===== config.mk =====
export PLATFORM = sky130hd
export DESIGN_NAME = e_9_upcount_mod_async
export DESIGN_NICKNAME = d
export VERILOG_FILES = /design/src/rtl/e_9_upcount_mod_async.sv
export SDC_FILE = /design/constraint.sdc
export NUM_CORES = 1
export LEC_CHECK = 0
export ABC_CLOCK_PERIOD_IN_PS = 2300
export CORE_MARGIN = 3
export CORE_UTILIZATION = 46
export DETAILED_ROUTE_END_ITERATION = 16
export GPL_TIMING_DRIVEN = 0
export PLACE_DENSITY = 0.75
export SYNTH_ARGS = -nofsm -noshare
export SYNTH_HDL_FRONTEND = slang
export SYNTH_SLANG_ARGS = --single-unit

===== constraint.sdc =====
create_clock -name clk_i -period 2.3 [get_ports clk_i]
set_input_delay 0.345 -clock clk_i [delete_from_list [all_inputs] [get_ports clk_i]]
set_output_delay 0.345 -clock clk_i [all_outputs]
set_load 0.02 [all_outputs]

===== src/rtl/e_9_upcount_mod_async.sv =====
// Modulo-N up-counter 0..limit_i; wraps to 0 (default) or saturates at limit_i when E_9_SATURATE_EN is defined.
// Latency: count_o/wrap_o/sat_o registered, one clk_i edge after en/clr/load; tc_o combinational, zero latency.
// Backpressure: none; every enabled edge advances, priority clr > load > en > hold.
module e_9_upcount_mod_async #(
    parameter int WIDTH = 8
) (
    input  logic             clk_i,
    input  logic             rst_ni,
    input  logic             en_i,
    input  logic             clr_i,
    input  logic             load_i,
    input  logic [WIDTH-1:0] load_val_i,
    input  logic [WIDTH-1:0] limit_i,
    output logic [WIDTH-1:0] count_o,
    output logic             tc_o,
    output logic             wrap_o,
    output logic             sat_o
);

    logic [WIDTH-1:0] count_q, count_d;
    logic [WIDTH-1:0] load_clamped;
    logic             wrap_q, wrap_d;
    logic             at_or_above;

    // >= rather than == so a limit lowered under the count still terminates
    assign at_or_above  = (count_q >= limit_i);
    assign load_clamped = (load_val_i > limit_i) ? limit_i : load_val_i;

`ifdef E_9_SATURATE_EN
    logic sat_q, sat_d;
    logic armed_q, armed_d;

    // armed_q lets only the first saturation after clr/load/reset raise wrap
    always_comb begin
        count_d = count_q;
        wrap_d  = 1'b0;
        sat_d   = sat_q;
        armed_d = armed_q;
        if (clr_i) begin
            count_d = '0;
            sat_d   = 1'b0;
            armed_d = 1'b1;
        end else if (load_i) begin
            count_d = load_clamped;
            armed_d = 1'b1;
            if (load_clamped < limit_i) begin
                sat_d = 1'b0;
            end
        end else if (en_i) begin
            if (!at_or_above) begin
                count_d = count_q + 1'b1;
            end else begin
                count_d = limit_i;
                sat_d   = 1'b1;
                wrap_d  = armed_q;
                armed_d = 1'b0;
            end
        end
    end

    always_ff @(posedge clk_i or negedge rst_ni) begin
        if (!rst_ni) begin
            sat_q   <= 1'b0;
            armed_q <= 1'b1;
        end else begin
            sat_q   <= sat_d;
            armed_q <= armed_d;
        end
    end

    assign sat_o = sat_q;
`else
    always_comb begin
        count_d = count_q;
        wrap_d  = 1'b0;
        if (clr_i) begin
            count_d = '0;
        end else if (load_i) begin
            count_d = load_clamped;
        end else if (en_i) begin
            if (!at_or_above) begin
                count_d = count_q + 1'b1;
            end else begin
                count_d = '0;
                wrap_d  = 1'b1;
            end
        end
    end

    assign sat_o = 1'b0;
`endif

    always_ff @(posedge clk_i or negedge rst_ni) begin
        if (!rst_ni) begin
            count_q <= '0;
            wrap_q  <= 1'b0;
        end else begin
            count_q <= count_d;
            wrap_q  <= wrap_d;
        end
    end

    assign count_o = count_q;
    assign wrap_o  = wrap_q;
    assign tc_o    = (count_q == limit_i);

endmodule


==> summary.txt, run 1 <==
GRT
  • Vias in the first global route: 987
  • First-pass GRT wire length: between 4000 and 5000 microns
  • Initial antenna violation count: 0
  • Global route total overflow: 0
  • GR Util All Layers: about 20%
  • Largest net degree at the start of global routing: 11

Timing
  • Final hold vios: 0
  • Relative slew slack: around 56%
  • Final number of setup-violating endpoints: 0
  • Worst Setup Slack, final: about 21 ps
  • Fin crit period: 2279 ps
  • Post-Route Setup TNS: 0 ps
  • Final period util: between 90% and 100%
  • Clock skew: around 1.8 ps
  • FMAX: roughly 440 MHz
  • Worst Tran Pin Value: roughly 660 ps
  • Max-slew violation count: 0

CTS
  • H-tree Lvls: 1
  • TritonCTS buffer count: 3
  • Clock Pin Slew Worst Setup and Hold Paths: roughly 60 ps
  • Sink Count: 9
  • CTS tree: yes
  • Root Buffer: clkbuf_4
  • Clk_lat worst skew: approximately 260 ps
  • Clock tree buffer depth: 2

Route
  • Initial drt markers: 20
  • Highest metal used: met4
  • Met2 routed WL: about 1600 microns
  • Post-detailed-route count of antenna-violating nets: 0
  • Detailed Routing Iterations Pass 1: 4
  • Vias per cell: 5.945
  • Met1 WL: roughly 1400 microns
  • Wire per inst: 17.29 microns
  • Vias: between 1,000 and 1,500
  • Residual DRC: 0
  • Metal3 WL: roughly 100 microns
  • WL final: 3146 microns

Setup path
  • CP Max Fanout: 5
  • Worst R2R Start: count_o[6]$_DFFE_PN0P_
  • Critical Path Start: limit_i[5]
  • CP required: 2420 ps
  • Critical path class: input pin to flip-flop
  • CP Launch Type: input pin
  • Worst reg-to-reg path cell count: 8
  • CP arrival: approximately 2400 ps
  • Reg2reg end: count_o[3]$_DFFE_PN0P_
  • R2r setup slk: around 120 ps
  • Worst setup endpoint: count_o[3]$_DFFE_PN0P_
  • CP Capture Type: flip-flop

Synthesis
  • Seq/Total Area, Yosys: 20.98%
  • Distinct cells, synth: 36
  • Syn Std Cell Area: about 1100 sq um
  • Post-synthesis cell count: between 100 and 150
  • Commonest register cell after synthesis: dfrtp_1
  • Syn avg cell area: 8.799 sq um
  • Synthesized net count: 160
  • Yosys warns: 0
  • Ys async rst share: 100.0%
  • #FFs+latches synth: 9
  • EDFF count, synth: 0

Power
  • Leakage: just under 0.0007 uW
  • Maximum VDD drop: between 0.2 and 0.3 mV
  • Power Density: 410.5 nW/um^2

Finish
  • Utilization after layout: about 75%
  • Fin cells: ~180
  • Post-route cell area: 1553 sq um
  • Most frequent cells in the layout: 22 x clkdlybuf4s50_1, 14 x ha_1, 9 x a211oi_2, 9 x dfrtp_1, 8 x mux2i_1
  • Layout area overhead: 44.64%
  • Commonest non-fill, non-tap cell in the layout: clkdlybuf4s50_1
  • Nets: a little under 200
  • Layout cells sized above 1: roughly a quarter
  • Antenna diode count: 0

Floorplanning
  • Initial core utilization: around half
  • Die height: 54.31 microns
  • Io pins: 32
  • Die Wd: roughly 54 microns
  • Die Area: roughly 2900 sq um
  • Row count: 16
  • CORE AREA: roughly 2100 sq um

Placed design
  • Routability cong.: 0.8397
  • DP Worst Slack: -407.9 ps
  • IO buf count: 27
  • Dpl hpwl: roughly 2200 microns
  • Placed Area: between 1000 and 1500 sq um
  • Placed Instances: about 180

Status
  • Outcome: completed

Run
  • Max Cap Viol: 0

Hold path
  • Hold WC Path Type: input pin to asynchronous set/reset pin
cells by family (layout without fill, tap and decap cells):
group	Yosys count	after routing	share of synthesized area (%)
adders and majority gates	17	17	19.81
AOI/OAI and AO/OA	37	37	26.57
buffers and inverters	16	49	6.643
muxes	8	8	7.460
DFF	9	9	20.98
and+or+nand+nor	34	34	18.18
other	1	1	0.3493
metrics by stage:
step | hold slack (ps) | total power, uW
floorplan | 49.41 | 357.2
global placement | 666.4 | 450.3
detailed placement | 671.2 | 457.9
finish | 382.1 | 637.5
CTS | 393.4 | 598.6
global route | 397.0 | 676.4
worst min path at each step:
| stage | slack [ps] | start | cells after the start | end |
|---|---|---|---|---|
| CTS | 390 | rst_ni | 1 | count_o[0]$_DFFE_PN0P_ |
| floorplan | 50 | rst_ni | 0 | count_o[0]$_DFFE_PN0P_ |
| detailed placement | 670 | rst_ni | 1 | count_o[0]$_DFFE_PN0P_ |
| global route | 400 | rst_ni | 1 | count_o[3]$_DFFE_PN0P_ |
| finish | 380 | rst_ni | 1 | count_o[3]$_DFFE_PN0P_ |
| global placement | 670 | rst_ni | 1 | count_o[2]$_DFFE_PN0P_ |
metal layers:
layer	up-vias	track usage [%]
met5	-	0
met3	5	2.180
li1	531	-
met2	19	34.46
met4	0	7.469
met1	527	25.58
worst max-delay path, stage by stage:
cell and delay, ps:
clkdlybuf4s50_1 480, inv_1 80, ha_4 270, nand4_1 120, nor2b_4 170, o32ai_4 310, buf_6 190, o21ai_4 70
a221oi_2 300, a211oi_2 50
sequential cells by signal, summed over array words and instances, names as in the netlist:
signal	cells
wrap_o	1
count_o	8
synth_stat cells, types with 2 or more instances:
master     n  share of area [%]
a221oi_1   3                2.4
nand3_1    2               0.93
clkbuf_1   3                1.0
nand4_1    4                2.3
and3_1     2                1.2
nand2_1    6                2.1
o21ai_0    2               0.93
nor2_1     4                1.4
a211oi_1   6                4.2
o21a_1     2                1.4
a21oi_1    9                4.2
mux2i_1    8                7.5
a211oi_2   7                8.2
ha_1      17                 20
nor3_1     3                1.4
nor2b_1    4                2.3
dfrtp_1    9                 21
or3_1      2                1.2
inv_1      9                3.1
o21ai_1    4                1.9
report_power, final:
part           total, uW  switching [uW]  leakage (uW)  internal (uW)
registers            196            24.9      0.000118            171
logic                319             166      0.000553            153
clock network        122            55.6     0.0000150           66.9
total                637             246      0.000685            391
layout make-up:
type,instances,area (sq um)
clock buffers,4,26.28
flip-flops and latches,9,225.2
plain buffers,6,33.78
fillers,164,529.3
well taps,27,33.78
inverters,10,37.54
repair buffers,29,291.5
multi-input cells,97,904.6
what timing repair did:
action | CTS | global route
setup buffers | 0 | 1
resized for setup | 8 | 23
endpoints found under the setup margin | 9 | 8
pin swaps | 4 | 12
gates cloned | 1 | 0
hold buffers | 0 | 0
Note: power is estimated with default switching activity, not from simulation.
==> inputs of run 2 (changes only) <==
--- a/config.mk
+++ b/config.mk
@@ -7,10 +7,10 @@
 export LEC_CHECK = 0
 export ABC_CLOCK_PERIOD_IN_PS = 2300
 export CORE_MARGIN = 3
-export CORE_UTILIZATION = 46
+export CORE_UTILIZATION = 47
 export DETAILED_ROUTE_END_ITERATION = 16
 export GPL_TIMING_DRIVEN = 0
-export PLACE_DENSITY = 0.75
+export PLACE_DENSITY = 0.8
 export SYNTH_ARGS = -nofsm -noshare
 export SYNTH_HDL_FRONTEND = slang
 export SYNTH_SLANG_ARGS = --single-unit
==> run 2 against run 1 <==
Against the previous run:
- fmax up 2.9%
- critical path depth down 3
- via count about the same
- clock skew rose by 7.0 ps
- die area is 1.9% lower
- non-clock buffer count grew 1
- critical endpoint is now tc_o
- highest routed layer unchanged
- utilization is 1.5 points higher
- worst hold slack got worse by 8.8 ps
- combinational power about the same
- global-route usage grew 1.9 points
==> summary.txt, run 2 (synthesis results as in run 1) <==
Floorplanning
  • Row count: 16 (unchanged)
  • Die Wd: 53.79 microns (-0.96%)
  • Die height: 53.79 microns (-0.96%)
  • Io pins: 32 (unchanged)
  • Initial core utilization: 52.06% (+0.50 points)
  • CORE AREA: 2062 sq um (-0.96%)
  • Die Area: 2893 sq um (-1.9%)

Finish
  • Commonest non-fill, non-tap cell in the layout: clkdlybuf4s50_1
  • Nets: 195 (+0.52%)
  • Largest register FFs: 8 (unchanged)
  • Fin cells: 183 (+0.55%)
  • Most frequent cells in the layout: 20 x clkdlybuf4s50_1, 12 x ha_1, 11 x a211oi_2, 9 x dfrtp_1, 8 x a21oi_1
  • Layout area overhead: 46.15%
  • Antenna diode count: 0 (unchanged)
  • Utilization after layout: 76.09% (+1.5 points)
  • Post-route cell area: 1569 sq um (+1.0%)
  • Layout cells sized above 1: 28.85% (+3.7 points)

Route
  • Initial drt markers: 9 (-55%)
  • Wire per inst: 16.63 microns (-3.8%)
  • Vias: 1,081 (-0.092%)
  • WL final: 3044 microns (-3.2%)
  • Detailed Routing Iterations Pass 1: 4 (unchanged)
  • Post-detailed-route count of antenna-violating nets: 0 (unchanged)
  • Residual DRC: 0 (unchanged)
  • Vias per cell: 5.907 (-0.64%)

Placed design
  • Placed Area: 1378 sq um (unchanged)
  • Placed Instances: 176 (unchanged)
  • Dpl hpwl: 2232 microns (+2.1%)
  • Routability cong.: 0.8845 (+5.3%)
  • IO buf count: 27 (unchanged)

Timing
  • Clock skew: 8.808 ps (+6.975 ps)
  • Relative slew slack: 54.98% (-1.3 points)
  • Final period util: 96.27% (-2.8 points)
  • Final number of setup-violating endpoints: 0 (unchanged)
  • Max-slew violation count: 0 (unchanged)
  • Final hold vios: 0 (unchanged)
  • Worst Tran Pin Value: 675.3 ps (+20.10 ps)
  • FMAX: 451.6 MHz (+2.9%)
  • Fin crit period: 2214 ps (-64.59 ps)
  • Hold_ws: 373.2 ps (-8.837 ps)
  • RSZ-0062 raised after global routing: no

Power
  • Power Density: 412.8 nW/um^2 (+0.54%)
  • Sw Share: 39.34% (+0.71 points)
  • Switch Pwr: 254.8 uW (+3.5%)
  • Maximum VDD drop: 0.3556 mV (+23%)
  • Clock share of power: 20.4% (+1.2 points)
  • Combinational fraction of design power: 49.3% (-0.8 points)
  • Pint: 392.9 uW (+0.43%)
  • Seq pwr share: 30.3% (-0.4 points)
  • Leakage: 0.0007015 uW (+2.4%)

GRT
  • Initial antenna violation count: 0 (unchanged)
  • Vias in the first global route: 1,061 (+7.5%)
  • Global route total overflow: 0 (unchanged)
  • GR Util All Layers: 21.95% (+1.9 points)
  • Largest net degree at the start of global routing: 11 (unchanged)
  • First-pass GRT wire length: 4616 microns (+7.7%)

Hold path
  • Hold WC Path Type: input pin to asynchronous set/reset pin

CTS
  • Sink Count: 9 (unchanged)
  • Post-CTS Hold Buffers: 0 (unchanged)
  • Root Buffer: clkbuf_4
  • H-tree Lvls: 1 (unchanged)
  • TritonCTS buffer count: 3 (unchanged)
  • Clock tree buffer depth: 2 (unchanged)
  • CTS tree: yes
  • Clock Pin Slew Worst Setup and Hold Paths: 70 ps (about the same)
  • Clk_lat worst skew: 280 ps (+20 ps)

Setup path
  • CP Launch Type: input pin
  • CP Max Fanout: 2 (-3)
  • CP Capture Type: primary output
  • CP arrival: 1870 ps (-520 ps)
  • CP required: 1960 ps (-460 ps)
  • Critical path class: input pin to primary output

Status
  • Outcome: completed

Run
  • Max Cap Viol: 0 (unchanged)
## run 2: cell types whose count changed in the layout (fill, tap and decap cells not counted), moves of 2 or more
cell and change:
clkdlybuf4s50_1 -2, a211oi_1 -2, dlymetal6s2s_1 +2, ha_1 -2, ha_2 +2, a211oi_2 +2
inv_2 +2, inv_1 -2
## run 2: metal layers
layer	vias up	track usage, %	share of wire [%]
li1	532	-	-
met1	515	25.89	43
met2	27	39.31	50
met3	7	2.770	5.2
met4	0	9.362	1.8
met5	-	0	0
## run 2: final cells by class
type	instances	area, sq um
sequential	9	225.2
fill	143	493.0
timing repair buffer	30	304.0
inverter	10	37.54
buffer	6	33.78
clock buffer	4	26.28
tap	27	33.78
multi-input combinational	97	908.4
## run 2: final timing paths
| check | endpoint | start | slack, ps | depth (start not counted) |
|---|---|---|---|---|
| worst min-delay path | count_o[6]$_DFFE_PN0P_ | rst_ni | 370 | 1 |
| worst max-delay path | tc_o | limit_i[5] | 90 | 7 |
| worst max register to register | count_o[0]$_DFFE_PN0P_ | count_o[1]$_DFFE_PN0P_ | 150 | 8 |
| min in group clk_i | count_o[4]$_DFFE_PN0P_ | limit_i[4] | 530 | 3 |
| max in group asynchronous | count_o[0]$_DFFE_PN0P_ | rst_ni | 1610 | 1 |
| worst min register to register | count_o[7]$_DFFE_PN0P_ | count_o[7]$_DFFE_PN0P_ | 700 | 2 |
## run 2: power groups by stage
stage	Combinational [uW]	Sequential [uW]	Clock (uW)
6_report	320	196	132
5_1_grt	348	198	138
4_1_cts	287	192	129
3_5_place_dp	266	195	0
3_3_place_gp	255	194	0
2_1_floorplan	152	205	0
## run 2: timing repair
item	CTS	global route
gates cloned	1	0
pin swaps	2	13
gates resized for setup	10	26
setup buffers	0	2
setup endpoints to repair	9	9
## run 2: through the flow
stage	total power (uW)	setup TNS [ps]	setup WS [ps]
2_1_floorplan	357.2	0	132.9
3_3_place_gp	448.8	-2525	-381.0
3_5_place_dp	461.1	-2982	-414.0
4_1_cts	608.3	-28.44	-18.80
5_1_grt	683.2	0	12.10
6_report	647.6	0	85.69
## run 2: worst max-delay path, stage by stage
cell	delay, ps
clkdlybuf4s50_1	490
inv_2	60
ha_4	260
nand4_1	100
buf_4	160
nor2_1	110
dlygate4sd2_1	340
